**src/rtl/shift_counter_pkg.sv**
```systemverilog
// Shared constants and direction type for the bouncing one-hot shift counter.
package shift_counter_pkg;

    localparam int unsigned DEFAULT_WIDTH = 8;

    localparam logic [DEFAULT_WIDTH-1:0] RESET_VALUE  = 8'b0000_0001;
    localparam logic [DEFAULT_WIDTH-1:0] TOP_VALUE    = 8'b1000_0000;
    localparam logic [DEFAULT_WIDTH-1:0] BOTTOM_VALUE = 8'b0000_0001;

    typedef enum logic {
        LEFT  = 1'b0,
        RIGHT = 1'b1
    } dir_e;

endpackage

```
**src/rtl/shift_counter.sv**
```systemverilog
// One-hot counter that walks a single set bit left to the top, bounces, walks
// right to the bottom, bounces again; non-one-hot states recover to reset.
module shift_counter
    import shift_counter_pkg::*;
#(
    parameter int unsigned WIDTH = DEFAULT_WIDTH
) (
    output logic [WIDTH-1:0] count,
    input  logic             clk,
    input  logic             reset
);

    localparam logic [WIDTH-1:0] RST_V = WIDTH'(RESET_VALUE);
    localparam logic [WIDTH-1:0] TOP_V = WIDTH'(TOP_VALUE);
    localparam logic [WIDTH-1:0] BOT_V = WIDTH'(BOTTOM_VALUE);

    dir_e             dir;
    dir_e             dir_nxt;
    logic [WIDTH-1:0] count_nxt;

    // Exactly one bit set: non-zero and clearing the lowest set bit leaves zero.
    function automatic logic is_onehot(input logic [WIDTH-1:0] v);
        return (v != '0) && ((v & (v - WIDTH'(1))) == '0);
    endfunction

    always_ff @(posedge clk or posedge reset) begin
        if (reset) begin
            count <= RST_V;
            dir   <= LEFT;
        end else begin
            count <= count_nxt;
            dir   <= dir_nxt;
        end
    end

    always_comb begin
        count_nxt = count;
        dir_nxt   = dir;
        if (!is_onehot(count)) begin
            count_nxt = RST_V;
            dir_nxt   = LEFT;
        end else if (dir == LEFT) begin
            if (count == TOP_V) begin
                count_nxt = TOP_V >> 1;
                dir_nxt   = RIGHT;
            end else begin
                count_nxt = count << 1;
            end
        end else begin
            if (count == BOT_V) begin
                count_nxt = BOT_V << 1;
                dir_nxt   = LEFT;
            end else begin
                count_nxt = count >> 1;
            end
        end
    end

endmodule

```
**config.mk**
```make
export PLATFORM = sky130hd
export DESIGN_NAME = shift_counter
export DESIGN_NICKNAME = d
export VERILOG_FILES = /design/src/rtl/shift_counter_pkg.sv /design/src/rtl/shift_counter.sv
export SDC_FILE = /design/constraint.sdc
export NUM_CORES = 1
export LEC_CHECK = 0
export CAP_MARGIN = 10
export CORE_MARGIN = 5
export CORE_UTILIZATION = 38
export DETAILED_ROUTE_END_ITERATION = 8
export DONT_BUFFER_PORTS = 1
export HOLD_SLACK_MARGIN = 0.12
export PLACE_DENSITY_LB_ADDON = 0.3
export SETUP_SLACK_MARGIN = 0.02
export SLEW_MARGIN = 15
export SYNTH_ARGS = -nofsm -noshare
export SYNTH_HDL_FRONTEND = slang
export SYNTH_SLANG_ARGS = --single-unit
```
**constraint.sdc**
```tcl
create_clock -name clk -period 1.9 [get_ports clk]
set_input_delay 0.285 -clock clk [delete_from_list [all_inputs] [get_ports clk]]
set_output_delay 0.285 -clock clk [all_outputs]
set_load 0.05 [all_outputs]
```
==> flow_metrics.tcl <==
set metrics [dict create \
    grt_usage_pct 13.15 \
    synth_cells 50 \
    drtIter0Drc 23 \
    synthTopCellsByArea "dfrtp_1 (39%), mux2i_1 (9.7%), nor3_1 (7.8%)" \
    yosysWarnings 0 \
    cp.required_ns 2.08 \
    first_pass_iters 4 \
    grt_pass1_vias 431 \
    finalMaxSlewViolations 0 \
    comb_power_share_pct 1.5 \
    h-tree-depth 1 \
    finalHoldViolations 0 \
    grt_pass1_wl_um 1959 \
    worstSetupStartpointType "flop" \
    synthTopCellsByCount "dfrtp_1 (8), nor3_1 (8), mux2i_1 (5)" \
    synth-seq-cells 9 \
    grt_max_degree 12 \
    insertedDiodeCount 0 \
    cts-root-buf "clkbuf_4" \
    clk_path_buf_depth 2 \
    crit_family "compound AO/OA/AOI/OAI gates" \
    dpl.hpwl_um 837.8 \
    crit_chain "a222oi_1 -> o211ai_2 -> a211o_1" \
    synth_area_leader_cell "dfrtp_1" \
    cp_slowest_stage_delay_ns 0.43 \
    gr-total-overflow 0 \
    place_area_um2 584.3 \
    area_delta_synth_final_pct 20.68 \
    yosys.area_share.adder_pct 0 \
    synth_edf_count 0 \
    muxShareOfSynthArea_pct 9.732 \
    seq_power_share_pct 56.5 \
    finalSetupViolCount 0 \
    worstMarginPinSlew_ns 0.4309 \
    synthXorXnorAreaFrac_pct 0 \
    seq_area_frac_synth_pct 44.04 \
    gp_congestion 0.7328 \
    syn_area_um2 514.2 \
    synth_top_family_by_area "simple AND/OR/NAND/NOR gates" \
    max_cap_violations 0 \
    critPathBufInv 0 \
    fin_area_um2 620.6 \
    die_h_um 46.79 \
    fin_worst_skew_ns 0.003769 \
    synth-simple-area-share_pct 26.76 \
    worstSetupPathType "reg -> reg" \
    clkPwrFrac_pct 42.0 \
    cts_setup_buffers 0 \
    portBuffers 0 \
    period_share_pct 81.72 \
    synthArstFlopShare_pct 100.0 \
    core-area_mm2 0.001285 \
    period_needed_ns 1.553 \
    worstReg2RegStart "count[7]" \
    setup_tns_ns 0 \
    synth.net_count 52 \
    die_w_um 46.79 \
    slew_headroom_pct 71.27 \
    synth_flop_cell "dfrtp_1" \
    synth_cell_types 27 \
    synth_top_cell_area_share_pct 38.93 \
    routedWlPerCell_um 14.97 \
    p_int_mw 0.2740 \
    end_kind "flop" \
    ant_nets 0 \
    vias_per_cell 5.974 \
    crit_fanout 9 \
    rsz0062_at_grt "no" \
    reg2reg_depth 3 \
    clkSlewWorstSetupHoldPaths_ns 0.06 \
    cts.sinks 9 \
    avgSynthCellArea_um2 10.28 \
    antenna_found_initial 0 \
    timing.reg2reg.setup_slack_ns 0.35 \
    drive_gt1_share_pct 27.87 \
    dieArea_mm2 0.002189 \
    max_freq_mhz 644.0 \
    vias 454 \
    final_nets 64 \
    p_leak_nw 0.2719 \
    powerDensity_mw_per_mm2 547.3 \
    cts_tree "built" \
    start_util_pct 40.02 \
    status "completed" \
    vdd_drop_max_uv 349.2 \
    synth_compound_area_share_pct 16.30 \
    whs_ns 0.4243 \
    drc 0 \
    p_sw_share_pct 19.34 \
    hp-class "in -> async" \
    clk_latency_ns 0.26 \
    cp.arrival_ns 1.74 \
    rows 13 \
    power_mw 0.3397 \
    totalWireLength_um 1138 \
    crit_path_top_delay_cell "dfrtp_1" \
    fillCellCount 120 \
    cts_buffers 3 \
    ioPinCount 10 \
    r2r-end "count[0]" \
    p_switching_mw 0.06568 \
]
-- sequential cells by signal (all words and copies together) (netlist names) --
register and cells:
count 8, dir 1
-- worst register-to-register path, stage by stage (launching register included) --
cell	delay (ns)
dfrtp_1	0.43
a222oi_1	0.43
o211ai_2	0.28
a211o_1	0.34
-- per-stage QoR --
step / instances / setup WS, ns / utilization [%]
6_report: 76 / 0.3472 / 48.30
5_1_grt: 76 / 0.1991 / 48.30
4_1_cts: 76 / 0.3505 / 48.30
3_5_place_dp: 71 / 0.3773 / 45.47
3_3_place_gp: 71 / 0.3776 / 45.47
2_1_floorplan: 50 / 0.2479 / -
-- placed cells by master, fill, tap and decap left out, types with 2 or more instances in the layout --
cell and count:
nand4_1 2, clkbuf_4 3, nor2_1 4, mux2i_1 5, nor3_1 8, buf_4 8, inv_1 2, dfrtp_1 8
-- worst max-delay path by stage --
stage | start | slack, ns | endpoint | depth (start not counted)
after global routing | count[3] | 0.20 | dir | 4
after global placement | count[1] | 0.38 | dir | 4
final | count[7] | 0.35 | count[0] | 3
after detailed placement | count[1] | 0.38 | dir | 4
after CTS | count[1] | 0.35 | dir | 4
after floorplan | count[3] | 0.25 | count[2] | 4
-- repair_timing --
action                                 CTS  global route
hold buffers                             1             0
endpoints found under the hold margin    8             0
gates resized for setup                  0             0
-- cell type report --
cell class	instances	area [µm²]	area share [%]
clock buffer	4	26.28	4.234
multi-input combinational	37	271.5	43.75
inverter	2	7.507	1.210
tap	15	18.77	3.024
timing repair buffer	9	70.07	11.29
sequential	9	226.5	36.49
-- cell families (layout without fill, tap and decap cells) --
family / after synthesis / count (layout)
AND/OR/NAND/NOR: 23 / 23
buffers and inverters: 4 / 15
multiplexers: 5 / 5
flip-flops: 9 / 9
AO/OA/AOI/OAI: 9 / 9
-- metal layers --
| metal | share of wire (%) | routed length, µm | track usage (%) | vias up |
|---|---|---|---|---|
| li1 | - | - | - | 217 |
| met1 | 41 | 472 | 16.71 | 211 |
| met2 | 50 | 567 | 19.51 | 22 |
| met3 | 6.9 | 78 | 2.682 | 4 |
| met4 | 1.8 | 21 | 9.945 | 0 |
| met5 | 0 | 0 | 0 | - |
-- power by group through the flow --
stage,Sequential [mW],Combinational [mW],Clock [mW]
floorplan,0.195,0.00295,0
global placement,0.195,0.00395,0
detailed placement,0.195,0.00403,0
CTS,0.192,0.00554,0.151
global route,0.192,0.00612,0.164
finish,0.192,0.00525,0.143
(Power assumes the default switching activity.)
